==> src/rtl/vr_mem_pkg.sv <==
// vr_mem_pkg: shared encodings and defaults for the data-memory arbiter slice
package vr_mem_pkg;
  typedef enum logic [1:0] {IDLE = 2'd0, OWN0 = 2'd1, OWN1 = 2'd2} state_t;
  localparam logic RW_READ = 1'b0;
  localparam logic RW_WRITE = 1'b1;
  localparam int DEF_MEM_WORDS = 1024;
endpackage

==> src/rtl/vr_dmem_arbiter_if.sv <==
// vr_dmem_arbiter_if: two requester ports plus the single-port memory bus
interface vr_dmem_arbiter_if;
  logic        REQ0, LOCK0, RW0, GNT0, RESP0, ERR0;
  logic [31:0] ADDR0, WD0, RDATA0;
  logic        REQ1, LOCK1, RW1, GNT1, RESP1, ERR1;
  logic [31:0] ADDR1, WD1, RDATA1;
  logic [31:0] M_ADDR, M_WD, M_RD;
  logic        M_RW;
  modport master (
    output REQ0, LOCK0, ADDR0, RW0, WD0, REQ1, LOCK1, ADDR1, RW1, WD1, M_RD,
    input  GNT0, RESP0, ERR0, RDATA0, GNT1, RESP1, ERR1, RDATA1, M_ADDR, M_RW, M_WD
  );
  modport slave (
    input  REQ0, LOCK0, ADDR0, RW0, WD0, REQ1, LOCK1, ADDR1, RW1, WD1, M_RD,
    output GNT0, RESP0, ERR0, RDATA0, GNT1, RESP1, ERR1, RDATA1, M_ADDR, M_RW, M_WD
  );
endinterface

==> src/rtl/vr_rr_pick.sv <==
// vr_rr_pick: 2-way round-robin grant with lock-owner override
import vr_mem_pkg::*;
module vr_rr_pick (
  input  logic       en,
  input  logic [1:0] req,
  input  state_t     state,
  input  logic       rr_ptr,
  output logic [1:0] gnt
);
  always_comb
    gnt = !en            ? 2'b00 :
          state == OWN0  ? {1'b0, req[0]} :
          state == OWN1  ? {req[1], 1'b0} :
          &req           ? (rr_ptr ? 2'b10 : 2'b01) : req;
endmodule

==> src/rtl/vr_dmem_arbiter.sv <==
// vr_dmem_arbiter: round-robin, lock-bounded sharing of one data memory
// between two requesters, with range/alignment checks and registered returns.
import vr_mem_pkg::*;
module vr_dmem_arbiter #(
  parameter int MAX_LOCK  = 8,
  parameter int MEM_WORDS = DEF_MEM_WORDS
) (
  input logic CLK,
  input logic RST_N,
  vr_dmem_arbiter_if.slave bus
);
  localparam logic [32:0] ADDR_LIM = 33'(4 * MEM_WORDS);
  localparam logic [8:0]  LOCK_LIM = 9'(MAX_LOCK);
  state_t      state, state_nx;
  logic        rr_ptr, rr_nx, sel, legal, lk;
  logic [7:0]  lock_cnt, cnt_nx;
  logic [1:0]  gnt, resp, err;
  logic [31:0] addr, rdata0, rdata1;
  vr_rr_pick u_pick (
    .en    (RST_N),
    .req   ({bus.REQ1, bus.REQ0}),
    .state (state),
    .rr_ptr(rr_ptr),
    .gnt   (gnt)
  );
  assign sel        = gnt[1];
  assign addr       = sel ? bus.ADDR1 : bus.ADDR0;
  assign lk         = sel ? bus.LOCK1 : bus.LOCK0;
  assign legal      = ({1'b0, addr} < ADDR_LIM) && (addr[1:0] == 2'b00);
  assign bus.M_ADDR = addr;
  assign bus.M_WD   = sel ? bus.WD1 : bus.WD0;
  assign bus.M_RW   = (sel ? bus.RW1 : bus.RW0) & (|gnt) & legal;
  assign bus.GNT0   = gnt[0];
  assign bus.GNT1   = gnt[1];
  assign bus.RESP0  = resp[0];
  assign bus.RESP1  = resp[1];
  assign bus.ERR0   = err[0];
  assign bus.ERR1   = err[1];
  assign bus.RDATA0 = rdata0;
  assign bus.RDATA1 = rdata1;
  // lock_cnt is 0 in IDLE, so one bound test covers both entry and extension
  always_comb begin
    state_nx = state;
    rr_nx    = rr_ptr;
    cnt_nx   = lock_cnt;
    if (|gnt) begin
      if (lk && ({1'b0, lock_cnt} + 9'd1 < LOCK_LIM)) begin
        state_nx = sel ? OWN1 : OWN0;
        cnt_nx   = lock_cnt + 8'd1;
      end else begin
        state_nx = IDLE;
        rr_nx    = ~sel;
        cnt_nx   = '0;
      end
    end else if (state != IDLE) begin
      state_nx = IDLE;
      rr_nx    = (state == OWN0);
      cnt_nx   = '0;
    end
  end
  always_ff @(posedge CLK) begin
    if (!RST_N) begin
      state    <= IDLE;
      rr_ptr   <= 1'b0;
      lock_cnt <= '0;
      resp     <= '0;
      err      <= '0;
      rdata0   <= '0;
      rdata1   <= '0;
    end else begin
      state    <= state_nx;
      rr_ptr   <= rr_nx;
      lock_cnt <= cnt_nx;
      resp     <= gnt;
      err      <= gnt & {2{~legal}};
      if (gnt[0] && (!legal || bus.RW0 == RW_READ)) rdata0 <= legal ? bus.M_RD : '0;
      if (gnt[1] && (!legal || bus.RW1 == RW_READ)) rdata1 <= legal ? bus.M_RD : '0;
    end
  end
endmodule

==> src/flat_wrapper.sv <==
// flat-port wrapper written by rule: the top's interface ports become plain ports
module vr_dmem_arbiter_flat 
#(
  parameter int MAX_LOCK  = 8,
  parameter int MEM_WORDS = DEF_MEM_WORDS
)
  (CLK, RST_N, bus_REQ0, bus_LOCK0, bus_ADDR0, bus_RW0, bus_WD0, bus_REQ1, bus_LOCK1, bus_ADDR1, bus_RW1, bus_WD1, bus_M_RD, bus_GNT0, bus_RESP0, bus_ERR0, bus_RDATA0, bus_GNT1, bus_RESP1, bus_ERR1, bus_RDATA1, bus_M_ADDR, bus_M_RW, bus_M_WD);
  vr_dmem_arbiter_if bus_i ();
  input logic CLK;
  input logic RST_N;
  input wire logic [$bits(bus_i.REQ0)-1:0] bus_REQ0;
  input wire logic [$bits(bus_i.LOCK0)-1:0] bus_LOCK0;
  input wire logic [$bits(bus_i.ADDR0)-1:0] bus_ADDR0;
  input wire logic [$bits(bus_i.RW0)-1:0] bus_RW0;
  input wire logic [$bits(bus_i.WD0)-1:0] bus_WD0;
  input wire logic [$bits(bus_i.REQ1)-1:0] bus_REQ1;
  input wire logic [$bits(bus_i.LOCK1)-1:0] bus_LOCK1;
  input wire logic [$bits(bus_i.ADDR1)-1:0] bus_ADDR1;
  input wire logic [$bits(bus_i.RW1)-1:0] bus_RW1;
  input wire logic [$bits(bus_i.WD1)-1:0] bus_WD1;
  input wire logic [$bits(bus_i.M_RD)-1:0] bus_M_RD;
  output wire logic [$bits(bus_i.GNT0)-1:0] bus_GNT0;
  output wire logic [$bits(bus_i.RESP0)-1:0] bus_RESP0;
  output wire logic [$bits(bus_i.ERR0)-1:0] bus_ERR0;
  output wire logic [$bits(bus_i.RDATA0)-1:0] bus_RDATA0;
  output wire logic [$bits(bus_i.GNT1)-1:0] bus_GNT1;
  output wire logic [$bits(bus_i.RESP1)-1:0] bus_RESP1;
  output wire logic [$bits(bus_i.ERR1)-1:0] bus_ERR1;
  output wire logic [$bits(bus_i.RDATA1)-1:0] bus_RDATA1;
  output wire logic [$bits(bus_i.M_ADDR)-1:0] bus_M_ADDR;
  output wire logic [$bits(bus_i.M_RW)-1:0] bus_M_RW;
  output wire logic [$bits(bus_i.M_WD)-1:0] bus_M_WD;
  assign bus_i.REQ0 = bus_REQ0;
  assign bus_i.LOCK0 = bus_LOCK0;
  assign bus_i.ADDR0 = bus_ADDR0;
  assign bus_i.RW0 = bus_RW0;
  assign bus_i.WD0 = bus_WD0;
  assign bus_i.REQ1 = bus_REQ1;
  assign bus_i.LOCK1 = bus_LOCK1;
  assign bus_i.ADDR1 = bus_ADDR1;
  assign bus_i.RW1 = bus_RW1;
  assign bus_i.WD1 = bus_WD1;
  assign bus_i.M_RD = bus_M_RD;
  assign bus_GNT0 = bus_i.GNT0;
  assign bus_RESP0 = bus_i.RESP0;
  assign bus_ERR0 = bus_i.ERR0;
  assign bus_RDATA0 = bus_i.RDATA0;
  assign bus_GNT1 = bus_i.GNT1;
  assign bus_RESP1 = bus_i.RESP1;
  assign bus_ERR1 = bus_i.ERR1;
  assign bus_RDATA1 = bus_i.RDATA1;
  assign bus_M_ADDR = bus_i.M_ADDR;
  assign bus_M_RW = bus_i.M_RW;
  assign bus_M_WD = bus_i.M_WD;
  vr_dmem_arbiter #(.MAX_LOCK(MAX_LOCK), .MEM_WORDS(MEM_WORDS)) u_core (.CLK(CLK), .RST_N(RST_N), .bus(bus_i));
endmodule
==> config.mk <==
export PLATFORM = sky130hd
export DESIGN_NAME = vr_dmem_arbiter_flat
export DESIGN_NICKNAME = d
export VERILOG_FILES = /design/src/rtl/vr_mem_pkg.sv /design/src/rtl/vr_dmem_arbiter_if.sv /design/src/rtl/vr_rr_pick.sv /design/src/rtl/vr_dmem_arbiter.sv /design/src/flat_wrapper.sv
export SDC_FILE = /design/constraint.sdc
export NUM_CORES = 1
export LEC_CHECK = 0
export BUFFER_PORTS_ARGS = -buffer_cell sky130_fd_sc_hd__clkbuf_2
export CAP_MARGIN = 20
export CORE_AREA = 2 2 118 120
export CTS_BUF_LIST = sky130_fd_sc_hd__clkbuf_4
export DETAILED_ROUTE_END_ITERATION = 10
export DIE_AREA = 0 0 120 122
export GPL_TIMING_DRIVEN = 0
export PLACE_DENSITY = 0.58
export SLEW_MARGIN = 0
export SYNTH_ARGS = -nofsm -noshare
export SYNTH_HDL_FRONTEND = slang
export SYNTH_SLANG_ARGS = --single-unit
==> constraint.sdc <==
create_clock -name CLK -period 3 [get_ports CLK]
set_clock_uncertainty 0.2 [all_clocks]
set_input_delay 0.45 -clock CLK [delete_from_list [all_inputs] [get_ports CLK]]
set_output_delay 0.45 -clock CLK [all_outputs]
set_load 0.01 [all_outputs]
# Word level (Yosys, flattened, before mapping)
# Cells that the tools add are included.
dict set report totals {
  ff_bits 79
  input_bits 168
  out_inout_bits 135
  elab_cells 54
}
dict set report classes {
  add_sub_neg 2
  magnitude_cmp 2
  n_eq_ne 3
  n_mux 20
  bitwise 7
  n_reduce_logical 13
}
# cell n
set ops {}
lappend ops {{32-bit two-way mux} 3}
lappend ops {{32-bit by 13-bit less-than comparator with 1-bit output (second input constant)} 1}
lappend ops {{8-bit two-way mux} 3}
lappend ops {{2-bit two-way mux} 9}
lappend ops {{8-bit by 1-bit adder with 9-bit output (second input constant)} 1}
lappend ops {{9-bit by 4-bit less-than comparator with 1-bit output (second input constant)} 1}
lappend ops {{8-bit by 1-bit adder with 8-bit output (second input constant)} 1}
lappend ops {{1-bit two-way mux} 5}
lappend ops {{1-bit logical AND} 4}
lappend ops {{1-bit inverter} 4}
lappend ops {{2-bit AND reduction} 2}
lappend ops {{2-bit nonzero test} 2}
lappend ops {{1-bit bitwise AND} 2}
lappend ops {{2-bit bitwise AND} 1}
lappend ops {{2-bit by 1-bit == test with 1-bit output (second input constant)} 1}
lappend ops {{2-bit == test (second input constant)} 1}
lappend ops {{2-bit zero test} 1}
lappend ops {{1-bit logical OR} 2}
lappend ops {{2-bit != test (second input constant)} 1}
lappend ops {{2-bit OR reduction} 1}
lappend ops {{1-bit zero test} 1}

# Longest topological paths before layout
# Gate-level depths: netlist of the first run.
dict set report logic_depth {
  word_depth 11
  mapped_depth 8
  mapped_depth_nobuf 7
}

# Cells and area by module
# A second synthesis of the first run with hierarchy kept.
dict set report hier_totals {
  hier_cells 313
  hier_area_um2 3595.9
}
# mod instances cells_each area_each_um2 seq_area_each_um2
set by_module_without_submodules {}
lappend by_module_without_submodules {vr_dmem_arbiter 1 306 3547.2 1581.5}
lappend by_module_without_submodules {vr_rr_pick 1 7 48.8 0.0}

# Worst setup path before layout of the first run
# No wires, ideal clock.
dict set report synth_timing {
  kind {input -> output}
  from {input port bus_REQ0}
  to {output port bus_M_ADDR[14]}
  t_arrival_ps 1917
  t_required_ps 2350
  slack_ps 433
  path_stages 6
  n_path_buf 2
  cell_sequence {nor2b_1 -> maj3_4 -> nor2_4 -> buf_2 -> buf_2 -> mux2_2}
}
dict set report synth_between {
  elab_chain_cells 6
}
# element line_no
set synth_rtl {}
lappend synth_rtl {{start, declared} flat_wrapper.sv:11} ;# input wire logic [$bits(bus_i.REQ0)-1:0] bus_REQ0;
lappend synth_rtl {{2-bit AND reduction} vr_rr_pick.sv:14} ;# &req ? (rr_ptr ? 2'b10 : 2'b01) : req;
lappend synth_rtl {{2-bit two-way mux} vr_rr_pick.sv:14}
lappend synth_rtl {{2-bit two-way mux} vr_rr_pick.sv:13} ;# state == OWN1 ? {req[1], 1'b0} :
lappend synth_rtl {{2-bit two-way mux} vr_rr_pick.sv:12} ;# state == OWN0 ? {1'b0, req[0]} :
lappend synth_rtl {{2-bit two-way mux} vr_rr_pick.sv:11} ;# gnt = !en ? 2'b00 :
lappend synth_rtl {{net bus_GNT1} flat_wrapper.sv:26} ;# output wire logic [$bits(bus_i.GNT1)-1:0] bus_GNT1;
lappend synth_rtl {{32-bit two-way mux} vr_dmem_arbiter.sv:27} ;# assign addr = sel ? bus.ADDR1 : bus.ADDR0;
lappend synth_rtl {{end, declared} flat_wrapper.sv:30} ;# output wire logic [$bits(bus_i.M_ADDR)-1:0] bus_M_ADDR;
# The timed path passes the listed nets, and every way through them passes these cells.

# Final worst setup path of the first run
dict set report layout_timing {
  from {register u_core.state[1]}
  to {output port bus_M_ADDR[14]}
}
dict set report layout_between {
  elab_chain_cells 5
  elab_cells_between_ends 6
  cone_classes {eq/ne (2); mux (4)}
}
# element line_no
set layout_rtl {}
lappend layout_rtl {{start, declared} vr_dmem_arbiter.sv:14} ;# state_t state, state_nx;
lappend layout_rtl {{start signal, assigned} vr_dmem_arbiter.sv:71} ;# state <= state_nx;
lappend layout_rtl {{2-bit == test} vr_rr_pick.sv:13}
lappend layout_rtl {{2-bit two-way mux} vr_rr_pick.sv:13}
lappend layout_rtl {{2-bit two-way mux (*)} vr_rr_pick.sv:12}
lappend layout_rtl {{2-bit two-way mux (*)} vr_rr_pick.sv:11}
lappend layout_rtl {{32-bit two-way mux (*)} vr_dmem_arbiter.sv:27}
# Every way passes the cells marked *; elsewhere a longest branch is shown, timed or not.

==> results.ini, run 1 <==
[outcome]
outcome=complete, no violations

[clock_network]
h-tree-depth=3
cts_root_buf=clkbuf_4
cts_tree=yes
worst_setup_hold_path_clk_slew_ns=0.16
cts_buffer_depth=2
clock_latency_ns=0.41
numClockSinks=79
numCtsBuffers=9

[logic_synthesis]
ys_seq_elements=79
synth_seq_area_share_pct=42.6
async_flop_share_pct=0
yosys_warnings=0
netlist_area_um2=3710
synth_cell_types=47
netlist_instances=337
syn_nets=506
yosys_most_used_dff=dfxtp_1
synth-edff-count=0
synth.avg_cell_area_um2=11.0

[power_and_ir_drop]
leakage_nw=2.71
pwr_density_cell_nw_per_um2=380
netSwitchingFraction_pct=28.5
vdd_drop_max_uv=172
cellInternalPower_w=0.00154
pwr-share-comb_pct=20.1
p_switching_w=0.000615
clkPwrFrac_pct=30.9
sequentialPowerShare_pct=49.1

[detailed_routing]
vias=3916
avgRoutedWirePerCell_um=16.1
vias_per_cell=4.66
final_antenna_net_count=0
first_iter_violations=181
drt-total-wl_mm=13.5
drt_pass1_iterations=4
route.detailed.drc=0

[global_routing]
grt_pass1_vias=3995
grt_max_degree=16
grt_usage_pct=17.4
grt_overflow_total=0
antenna_found_initial=0
grt_pass1_wl_mm=20.0

[timing]
fin_crit_ns=2.88
fmax_ghz=0.347
setup_ws_ns=0.117
slew_viol_final=0
setup_viol=0
hold_viol_final=0
min_period_over_period_pct=96.1
slew_headroom_pct=50.7
worstMarginPinSlew_ns=0.721

[setup_path]
critPathArrivalTime_ns=2.23
required_ns=2.35
start_kind=register
critical_path_class=register to primary output
crit_fanout=10
cp-end-kind=primary output

[cells_and_area]
design_area_um2=5680
multi_input_area_um2=1950
drive_gt1_share_pct=62.9
nFillCells=1335
seqCellArea_um2=1580
syn_to_final_growth_pct=53.1
finalNetCount=824

[run]
drv_cap=0

[placed_design]
gp_congestion=0.942
dp_hpwl_mm=11.3
dpl-instance-area_um2=5450
dpl_worst_slack_ns=-0.134
numPortBuffers=302

[floorplan]
pin_count=303
die_w_um=120
die_h_um=122
die_area_um2=14600
rows=43
core-area_um2=13500
start_util_pct=27.5

[hold_path]
hp-class=primary input to register

kinds of logic after synthesis:
kind of cell               Yosys count  share of synthesized area (%)
and+or+nand+nor                     81                           14.5
DFF                                 79                           42.6
AOI/OAI and AO/OA                   77                           16.8
muxes                               66                           20.0
buffers and inverters               30                           4.92
adders and majority gates            3                          0.978
xor gates and xnor gates             1                          0.236
state kept, by name, summed over array words and instances (netlist names):
register	count
u_core.bus.RDATA0	32
u_core.bus.RDATA1	32
u_core.lock_cnt	8
u_core.err	2
u_core.resp	2
u_core.state	2
u_core.rr_ptr	1
path summary, 6_finish.rpt:
kind	from	endpoint	slack, ns	depth (start not counted)
hold / removal	bus_M_RD[9]	u_core.bus.RDATA0[9]$_SDFFE_PN0P_	0.04	2
setup reg to reg	u_core.lock_cnt[0]$_SDFFE_PN0P_	u_core.rr_ptr$_SDFFE_PN0P_	0.44	7
hold reg to reg	u_core.lock_cnt[6]$_SDFFE_PN0P_	u_core.lock_cnt[6]$_SDFFE_PN0P_	0.29	1
setup / recovery	u_core.state[1]$_SDFFE_PN0P_	bus_M_ADDR[14]	0.12	7
layer usage:
layer	part of all wire [%]	global-route usage [%]	up-vias
li1	-	-	1918
met1	40	20.5	1821
met2	53	32.1	163
met3	5.5	2.95	14
met4	1.4	5.44	0
met5	0	0	-
critical path: stages (launching register included):
cell and delay [ns]:
dfxtp_2 0.35, inv_1 0.07, maj3_4 0.38, nor2_4 0.18, buf_8 0.15, buf_6 0.16, mux2_2 0.39, clkbuf_2 0.15
through the flow:
step | setup TNS (ns) | instances | hold slack (ns) | total power (W) | utilization, %
4_1_cts | 0 | 838 | 0.0100 | 0.00218 | 41.8
2_1_floorplan | 0 | 337 | 0.248 | 0.00127 | -
3_5_place_dp | -2.06 | 819 | 0.264 | 0.00151 | 40.3
5_1_grt | -0.00209 | 840 | 0.00232 | 0.00226 | 42.0
3_3_place_gp | -0.952 | 819 | 0.260 | 0.00150 | 40.3
6_report | 0 | 841 | 0.0364 | 0.00216 | 42.0
power by group through the flow:
stage                     Combinational (W)  Sequential, W  Clock [W]
after floorplan                    0.000189        0.00108          0
after global placement             0.000420        0.00108          0
after detailed placement           0.000425        0.00108          0
after CTS                          0.000435        0.00106   0.000685
after global routing               0.000468        0.00106   0.000732
final                              0.000433        0.00106   0.000667
layout by cell type (no fill, tap or decap), types with 3 or more instances in the layout:
cell type | Yosys | routed
a22o_1 | 32 | 32
and3_1 | 9 | 9
buf_2 | 7 | 6
nor2b_1 | 36 | 36
clkbuf_4 | 0 | 9
buf_12 | 3 | 3
a22oi_1 | 34 | 34
buf_4 | 1 | 5
nand4_1 | 5 | 5
clkbuf_1 | 12 | 12
mux2_2 | 64 | 64
buf_6 | 1 | 4
nor2_1 | 3 | 3
dfxtp_1 | 79 | 77
nor4_1 | 9 | 8
nand3_1 | 3 | 3
clkbuf_2 | 1 | 303
cell type report:
| cell class | count | area share [%] |
|---|---|---|
| multi-input combinational | 228 | 34.4 |
| clock inverter | 7 | 1.41 |
| sequential | 79 | 27.9 |
| timing repair buffer | 307 | 27.3 |
| antenna | 1 | 0.0441 |
| buffer | 28 | 3.66 |
| inverter | 2 | 0.132 |
| clock buffer | 9 | 1.19 |
| tap | 180 | 3.97 |
Yosys cell counts, types with 2 or more instances:
master	n	share of area (%)
dfxtp_1	79	43
buf_12	3	1.6
clkbuf_1	12	1.2
a22o_1	32	7.6
buf_1	3	0.30
nand4_1	5	0.84
a22oi_1	34	6.9
nand3b_1	2	0.40
buf_2	7	0.94
o21ai_0	2	0.27
mux2i_1	2	0.54
nor2b_1	36	6.1
nand3_1	3	0.40
inv_1	2	0.20
and3_1	9	1.5
nor2_1	3	0.30
nand2_1	2	0.20
mux2_2	64	19
nor4_1	9	1.5
timing repair:
action,4_1_cts,5_1_grt
endpoints found under the setup margin,58,40
hold buffers,0,1
hold endpoints to repair,0,1
gates resized for setup,12,3
pin swaps,1,1
buffers inserted,3,1
No activity file was read; power rests on OpenSTA's default activity.
==> run 2: changes to the inputs <==
--- a/config.mk
+++ b/config.mk
@@ -7,12 +7,11 @@
 export LEC_CHECK = 0
 export BUFFER_PORTS_ARGS = -buffer_cell sky130_fd_sc_hd__clkbuf_2
 export CAP_MARGIN = 20
-export CORE_AREA = 2 2 118 120
-export CTS_BUF_LIST = sky130_fd_sc_hd__clkbuf_4
+export CORE_AREA = 2 2 119 121
 export DETAILED_ROUTE_END_ITERATION = 10
-export DIE_AREA = 0 0 120 122
+export DIE_AREA = 0 0 121 123
 export GPL_TIMING_DRIVEN = 0
-export PLACE_DENSITY = 0.58
+export PLACE_DENSITY = 0.57
 export SLEW_MARGIN = 0
 export SYNTH_ARGS = -nofsm -noshare
 export SYNTH_HDL_FRONTEND = slang
==> constraint.sdc (replaced) <==
create_clock -name CLK -period 3.39 [get_ports CLK]
set_clock_uncertainty 0.2 [all_clocks]
set_input_delay 0.5085 -clock CLK [delete_from_list [all_inputs] [get_ports CLK]]
set_output_delay 0.5085 -clock CLK [all_outputs]
set_load 0.01 [all_outputs]
==> run 2 against run 1 <==
First-iteration DRC count rose by 10%. Flip-flop and latch count did not move. Sequential share of layout area shrank 0.41 points. Critical path depth fell by 1. Die area rose by 1.7%. Clock power increased by 48%. Core utilization is 0.22 points higher. Sequential power is 12% lower. Highest routed layer unchanged. Cell count shrank 0.71%. Total power is 6.3% higher. Non-clock buffer count fell by 5.
==> results.ini, run 2 (synthesis results as in run 1) <==
[outcome]
outcome=complete, no violations

[cells_and_area]
finalNetCount=819  ; -0.61%
multi_input_area_um2=1950  ; -0.32%
seqCellArea_um2=1580  ; -0.16%
nFillCells=1324  ; -0.82%
layout_common_cells=clkbuf_2, dfxtp_1, mux2_2
num_antenna_cells=0  ; -1
syn_to_final_growth_pct=55.1
mostFrequentLayoutCell=clkbuf_2
fin_util_pct=42.3  ; +0.22 points
drive_gt1_share_pct=61.8  ; -1.0 points

[floorplan]
start_util_pct=27.3  ; -0.22 points
pin_count=303  ; unchanged
die_w_um=121  ; +0.83%
die_area_um2=14900  ; +1.7%
core-area_um2=13600  ; +0.80%
rows=43  ; unchanged
die_h_um=123  ; +0.82%

[setup_path]
required_ns=2.68  ; +0.33 ns
crit_end=bus_M_ADDR[2]
worstSetupStartpoint=u_core.rr_ptr$_SDFFE_PN0P_
reg2reg_from=u_core.lock_cnt[0]$_SDFFE_PN0P_
cp-end-kind=primary output
crit_fanout=10  ; unchanged
critical_path_class=register to primary output
reg2regPathDepth=7  ; unchanged
rrSetupSlack_ns=0.89  ; +0.45 ns
critPathArrivalTime_ns=2.51  ; +0.28 ns
reg2reg_to=u_core.lock_cnt[0]$_SDFFE_PN0P_
start_kind=register

[clock_network]
cts_tree=yes
post_cts_resized=0  ; -12
postCtsSetupBuffers=0  ; -3
numClockSinks=79  ; unchanged
cts_root_buf=clkbuf_16
numCtsBuffers=9  ; unchanged
cts_buffer_depth=2  ; unchanged
clock_latency_ns=0.33  ; -0.08 ns
h-tree-depth=3  ; unchanged
worst_setup_hold_path_clk_slew_ns=0.06  ; -0.10 ns
hold_buffers=0  ; unchanged

[timing]
fmax_ghz=0.310
fin_crit_ns=3.22
fin_tns_setup_ns=0  ; unchanged
min_period_over_period_pct=95.0
hold_viol_final=0  ; unchanged
whs_ns=0.198  ; +0.161 ns
worstMarginPinSlew_ns=0.774  ; +0.0531 ns
slew_viol_final=0  ; unchanged
setup_viol=0  ; unchanged
rsz0062_at_grt=false
slew_headroom_pct=47.1  ; -3.6 points

[placed_design]
gp_congestion=0.808  ; -14%
dp_hpwl_mm=11.5  ; +2.0%
numPortBuffers=302  ; unchanged

[power_and_ir_drop]
leakage_nw=2.74  ; +0.86%
pwr_density_cell_nw_per_um2=399  ; +4.9%
cellInternalPower_w=0.00172  ; +11%
pwr-share-comb_pct=16.3  ; -3.8 points
p_switching_w=0.000578  ; -6.1%
netSwitchingFraction_pct=25.2  ; -3.3 points
sequentialPowerShare_pct=40.8  ; -8.3 points
clkPwrFrac_pct=42.9  ; +12 points
vdd_drop_max_uv=288  ; +67%

[detailed_routing]
final_antenna_net_count=0  ; unchanged
vias=3945  ; +0.74%
avgRoutedWirePerCell_um=16.6  ; +3.1%
first_iter_violations=200  ; +10%
drt_pass1_iterations=4  ; unchanged
drt-total-wl_mm=13.9  ; +2.4%
vias_per_cell=4.72  ; +1.5%
route.detailed.drc=0  ; unchanged

[global_routing]
use_met2_pct=33.1  ; +1.0 points
grt_pass1_wl_mm=19.7  ; -1.2%
grt_pass1_vias=3865  ; -3.3%
met3_usage_pct=3.69  ; +0.74 points
antenna_found_initial=0  ; unchanged
grt_overflow_total=0  ; unchanged
grt_use_met1_pct=19.2  ; -1.4 points
grt_busiest_layer=met2
grt_max_degree=15  ; -1
grt_usage_pct=17.3  ; -0.057 points

[hold_path]
hp-class=primary input to register

[run]
drv_cap=0  ; unchanged

-- run 2: metal layers --
layer  wire length [µm]  vias up
li1                   -     1908
met1               5300     1826
met2               7360      196
met3               1010       15
met4                186        0
met5                  0        -
-- run 2: power by group through the flow --
stage | combinational, W | sequential, W | clock [W]
floorplan | 0.000167 | 0.000959 | 0
global placement | 0.000373 | 0.000957 | 0
detailed placement | 0.000376 | 0.000958 | 0
CTS | 0.000379 | 0.000937 | 0.00101
global route | 0.000406 | 0.000937 | 0.00105
finish | 0.000374 | 0.000937 | 0.000984
-- run 2: worst min-delay path by stage --
stage                     cells past startpoint                                  to  slack [ns]                                from
after floorplan                               1     u_core.lock_cnt[6]$_SDFFE_PN0P_        0.25     u_core.lock_cnt[6]$_SDFFE_PN0P_
after global placement                        1  u_core.bus.RDATA0[18]$_SDFFE_PN0P_        0.26  u_core.bus.RDATA0[18]$_SDFFE_PN0P_
after detailed placement                      1  u_core.bus.RDATA0[11]$_SDFFE_PN0P_        0.26  u_core.bus.RDATA0[11]$_SDFFE_PN0P_
after CTS                                     2  u_core.bus.RDATA0[12]$_SDFFE_PN0P_        0.18                        bus_M_RD[12]
after global routing                          2  u_core.bus.RDATA0[12]$_SDFFE_PN0P_        0.19                        bus_M_RD[12]
final                                         2  u_core.bus.RDATA0[17]$_SDFFE_PN0P_        0.20                        bus_M_RD[17]
-- run 2: final cells by class --
| class | instances | share of cell area [%] |
|---|---|---|
| inverters | 2 | 0.130 |
| multi-input cells | 228 | 33.8 |
| flip-flops and latches | 79 | 27.5 |
| clock buffers | 10 | 4.15 |
| plain buffers | 28 | 3.04 |
| well taps | 180 | 3.91 |
| clock inverters | 6 | 1.17 |
| repair buffers | 302 | 26.3 |
-- run 2: stage by stage --
step | instance area, µm² | total power [W] | worst slack (ns) | std cells
final | 5750 | 0.00229 | 0.169 | 835
after detailed placement | 5450 | 0.00133 | 0.138 | 819
after floorplan | 3710 | 0.00113 | 0.706 | 337
after CTS | 5750 | 0.00232 | 0.125 | 835
after global routing | 5750 | 0.00239 | 0.00423 | 835
after global placement | 5450 | 0.00133 | 0.186 | 819
-- run 2: worst max-delay path, cell delays in order, from the launching register on --
cell and delay [ns]:
dfxtp_1 0.36, nor2b_1 0.07, maj3_4 0.38, nor2_4 0.22
buf_1 0.60, mux2_2 0.41, clkbuf_2 0.14
==> run 3: changes to the inputs <==
--- a/config.mk
+++ b/config.mk
@@ -5,12 +5,13 @@
 export SDC_FILE = /design/constraint.sdc
 export NUM_CORES = 1
 export LEC_CHECK = 0
+export ABC_CLOCK_PERIOD_IN_PS = 3390
 export BUFFER_PORTS_ARGS = -buffer_cell sky130_fd_sc_hd__clkbuf_2
 export CAP_MARGIN = 20
 export CORE_AREA = 2 2 119 121
+export CTS_BUF_LIST = sky130_fd_sc_hd__clkbuf_8 sky130_fd_sc_hd__clkbuf_16
 export DETAILED_ROUTE_END_ITERATION = 10
 export DIE_AREA = 0 0 121 123
-export GPL_TIMING_DRIVEN = 0
 export PLACE_DENSITY = 0.57
 export SLEW_MARGIN = 0
 export SYNTH_ARGS = -nofsm -noshare
==> run 3 against run 2 <==
First-iteration DRC count down 6.5%. Combinational power barely moved. Cell count down 2.8%. Total power fell by 5.9%. Die area did not move. Critical endpoint is now bus_M_WD[15]. Largest power group is now sequential cells.
==> results.ini, run 3 (synthesis results as in run 1) <==
[setup_path]
critPathTopFamily=buffers and inverters
reg2regPathDepth=8  ; +1
cp-end-kind=primary output
critical_path_class=primary input to primary output
critPathArrivalTime_ns=2.17  ; -0.34 ns
start_kind=primary input
crit_fanout=63  ; +53
reg2reg_to=u_core.bus.RDATA0[17]$_SDFFE_PN0P_
rrSetupSlack_ns=0.88  ; about the same
reg2reg_from=u_core.rr_ptr$_SDFFE_PN0P_
max_stage_delay_ns=0.40  ; -0.20 ns
crit_slowest_cell=mux2_2
cp_cell_sequence=clkbuf_2 > nor2b_1 > maj3_4 > nor2_4 > buf_12 > mux2_2 > clkbuf_2
path_buf_inv=3  ; +1
crit_top_cell=clkbuf_2
required_ns=2.68  ; about the same

[timing]
setup_viol=0  ; unchanged
fmax_ghz=0.348  ; +12%
rsz0062_at_grt=false
slew_headroom_pct=49.5  ; +2.4 points
worstMarginPinSlew_ns=0.738  ; -0.0355 ns
slew_viol_final=0  ; unchanged
fin_tns_setup_ns=0  ; unchanged
min_period_over_period_pct=84.8  ; -10 points
hold_viol_final=0  ; unchanged
fin_crit_ns=2.87  ; -0.347 ns
setup_ws_ns=0.516  ; +0.347 ns

[detailed_routing]
final_antenna_net_count=0  ; unchanged
vias=3852  ; -2.4%
route.detailed.drc=0  ; unchanged
avgRoutedWirePerCell_um=16.7  ; +0.58%
vias_per_cell=4.74  ; +0.41%
drt-total-wl_mm=13.6  ; -2.2%
drt_pass1_iterations=4  ; unchanged
first_iter_violations=187  ; -6.5%

[cells_and_area]
fin_util_pct=41.3  ; -0.95 points
layout_common_cells=clkbuf_2, dfxtp_1, mux2_2
num_antenna_cells=0  ; unchanged
finalNetCount=798  ; -2.6%
drive_gt1_share_pct=62.8  ; +0.98 points
multi_input_area_um2=1950  ; unchanged
mostFrequentLayoutCell=clkbuf_2
syn_to_final_growth_pct=51.6
seqCellArea_um2=1580  ; unchanged
design_area_um2=5620  ; -2.2%
final_cells=812  ; -2.8%
nFillCells=1375  ; +3.9%

[floorplan]
core-area_um2=13600  ; unchanged
die_w_um=121  ; unchanged
pin_count=303  ; unchanged
die_area_um2=14900  ; unchanged
rows=43  ; unchanged
die_h_um=123  ; unchanged
start_util_pct=27.3  ; unchanged

[power_and_ir_drop]
netSwitchingFraction_pct=24.6  ; -0.57 points
p_switching_w=0.000532  ; -8.0%
clkPwrFrac_pct=39.4  ; -3.5 points
pwr_density_cell_nw_per_um2=384  ; -3.7%
vdd_drop_max_uv=183  ; -37%
cellInternalPower_w=0.00163  ; -5.2%
sequentialPowerShare_pct=43.4  ; +2.6 points
pwr-share-comb_pct=17.2  ; +0.9 points
leakage_nw=2.68  ; -2.2%

[outcome]
outcome=complete, no violations

[global_routing]
antenna_found_initial=0  ; unchanged
met3_usage_pct=3.64  ; -0.046 points
grt_busiest_layer=met2
use_met2_pct=32.4  ; -0.74 points
grt_overflow_total=0  ; unchanged
grt_pass1_vias=3901  ; +0.93%
grt_use_met1_pct=19.1  ; -0.11 points
grt_usage_pct=17.3  ; -0.075 points
grt_pass1_wl_mm=19.8  ; +0.25%
grt_max_degree=64  ; +49

[clock_network]
numCtsBuffers=9  ; unchanged
h-tree-depth=3  ; unchanged
postCtsSetupBuffers=0  ; unchanged
cts_tree=yes
cts_root_buf=clkbuf_16
post_cts_resized=0  ; unchanged
numClockSinks=79  ; unchanged
cts_buffer_depth=2  ; unchanged
worst_setup_hold_path_clk_slew_ns=0.06  ; about the same
clock_latency_ns=0.32  ; about the same
hold_buffers=0  ; unchanged

[placed_design]
numPortBuffers=302  ; unchanged
dp_hpwl_mm=10.8  ; -6.1%
dpl_worst_slack_ns=0.513  ; +0.375 ns
dpl-instance-area_um2=5360  ; -1.6%
dp.cells=798  ; -2.6%
gp_congestion=0.848  ; +4.9%

[hold_path]
hp-start=bus_M_RD[4]
hp-class=primary input to register
worstHoldEndpoint=u_core.bus.RDATA0[4]$_SDFFE_PN0P_
hold-path-cell-count=2  ; unchanged

[run]
drv_cap=0  ; unchanged

-- run 3: changes by cell type in the layout (fill, tap and decap cells not counted) --
cell	delta
clkinv_4	+1
buf_1	-3
buf_6	-1
clkinvlp_4	-2
buf_2	-7
inv_6	-2
bufinv_16	-1
clkbuf_2	-1
buf_4	+3
clkinv_2	+2
clkbuf_1	-12
-- run 3: metrics by stage --
stage / power (W) / hold slack [ns]
6_report: 0.00216 / 0.212
3_5_place_dp: 0.00133 / 0.266
3_3_place_gp: 0.00133 / 0.260
2_1_floorplan: 0.00113 / 0.248
5_1_grt: 0.00226 / 0.196
4_1_cts: 0.00219 / 0.199
-- run 3: worst max path at each step --
stage	start	endpoint	depth (start not counted)	slack, ns
floorplan	bus_REQ0	bus_M_ADDR[14]	6	0.71
global placement	bus_REQ0	bus_M_ADDR[30]	7	0.55
detailed placement	bus_REQ0	bus_M_ADDR[30]	7	0.51
CTS	u_core.rr_ptr$_SDFFE_PN0P_	bus_M_ADDR[30]	6	0.51
global route	u_core.rr_ptr$_SDFFE_PN0P_	bus_M_ADDR[30]	6	0.44
finish	bus_REQ0	bus_M_WD[15]	7	0.52
-- run 3: routing by layer --
| layer | vias to the layer above | wire, µm | share of wire [%] |
|---|---|---|---|
| met3 | 21 | 913 | 6.7 |
| met5 | - | 0 | 0 |
| met2 | 188 | 7130 | 53 |
| met4 | 0 | 305 | 2.2 |
| met1 | 1787 | 5200 | 38 |
| li1 | 1856 | - | - |
-- run 3: power groups by stage --
stage	sequential [W]	clock (W)	combinational, W
after floorplan	0.000959	0	0.000167
after global placement	0.000958	0	0.000368
after detailed placement	0.000958	0	0.000373
after CTS	0.000938	0.000876	0.000375
after global routing	0.000938	0.000917	0.000402
final	0.000938	0.000851	0.000371
-- run 3: layout make-up --
class | count | share of cell area, %
tap | 180 | 4.00
clock buffer | 10 | 4.25
clock inverter | 4 | 0.423
multi-input combinational | 228 | 34.6
timing repair buffer | 309 | 28.5
sequential | 79 | 28.1
inverter | 2 | 0.133
-- run 3: worst reg2reg max path, delay by kind of cell, from the launching register on --
kind	cells	cell delay, ns
AO/OA/AOI/OAI	1	0.22
AND/OR/NAND/NOR	3	0.49
buffers and inverters	2	0.45
adder cells (fa/ha/maj)	1	0.38
multiplexers	1	0.33
flip-flops	1	0.35
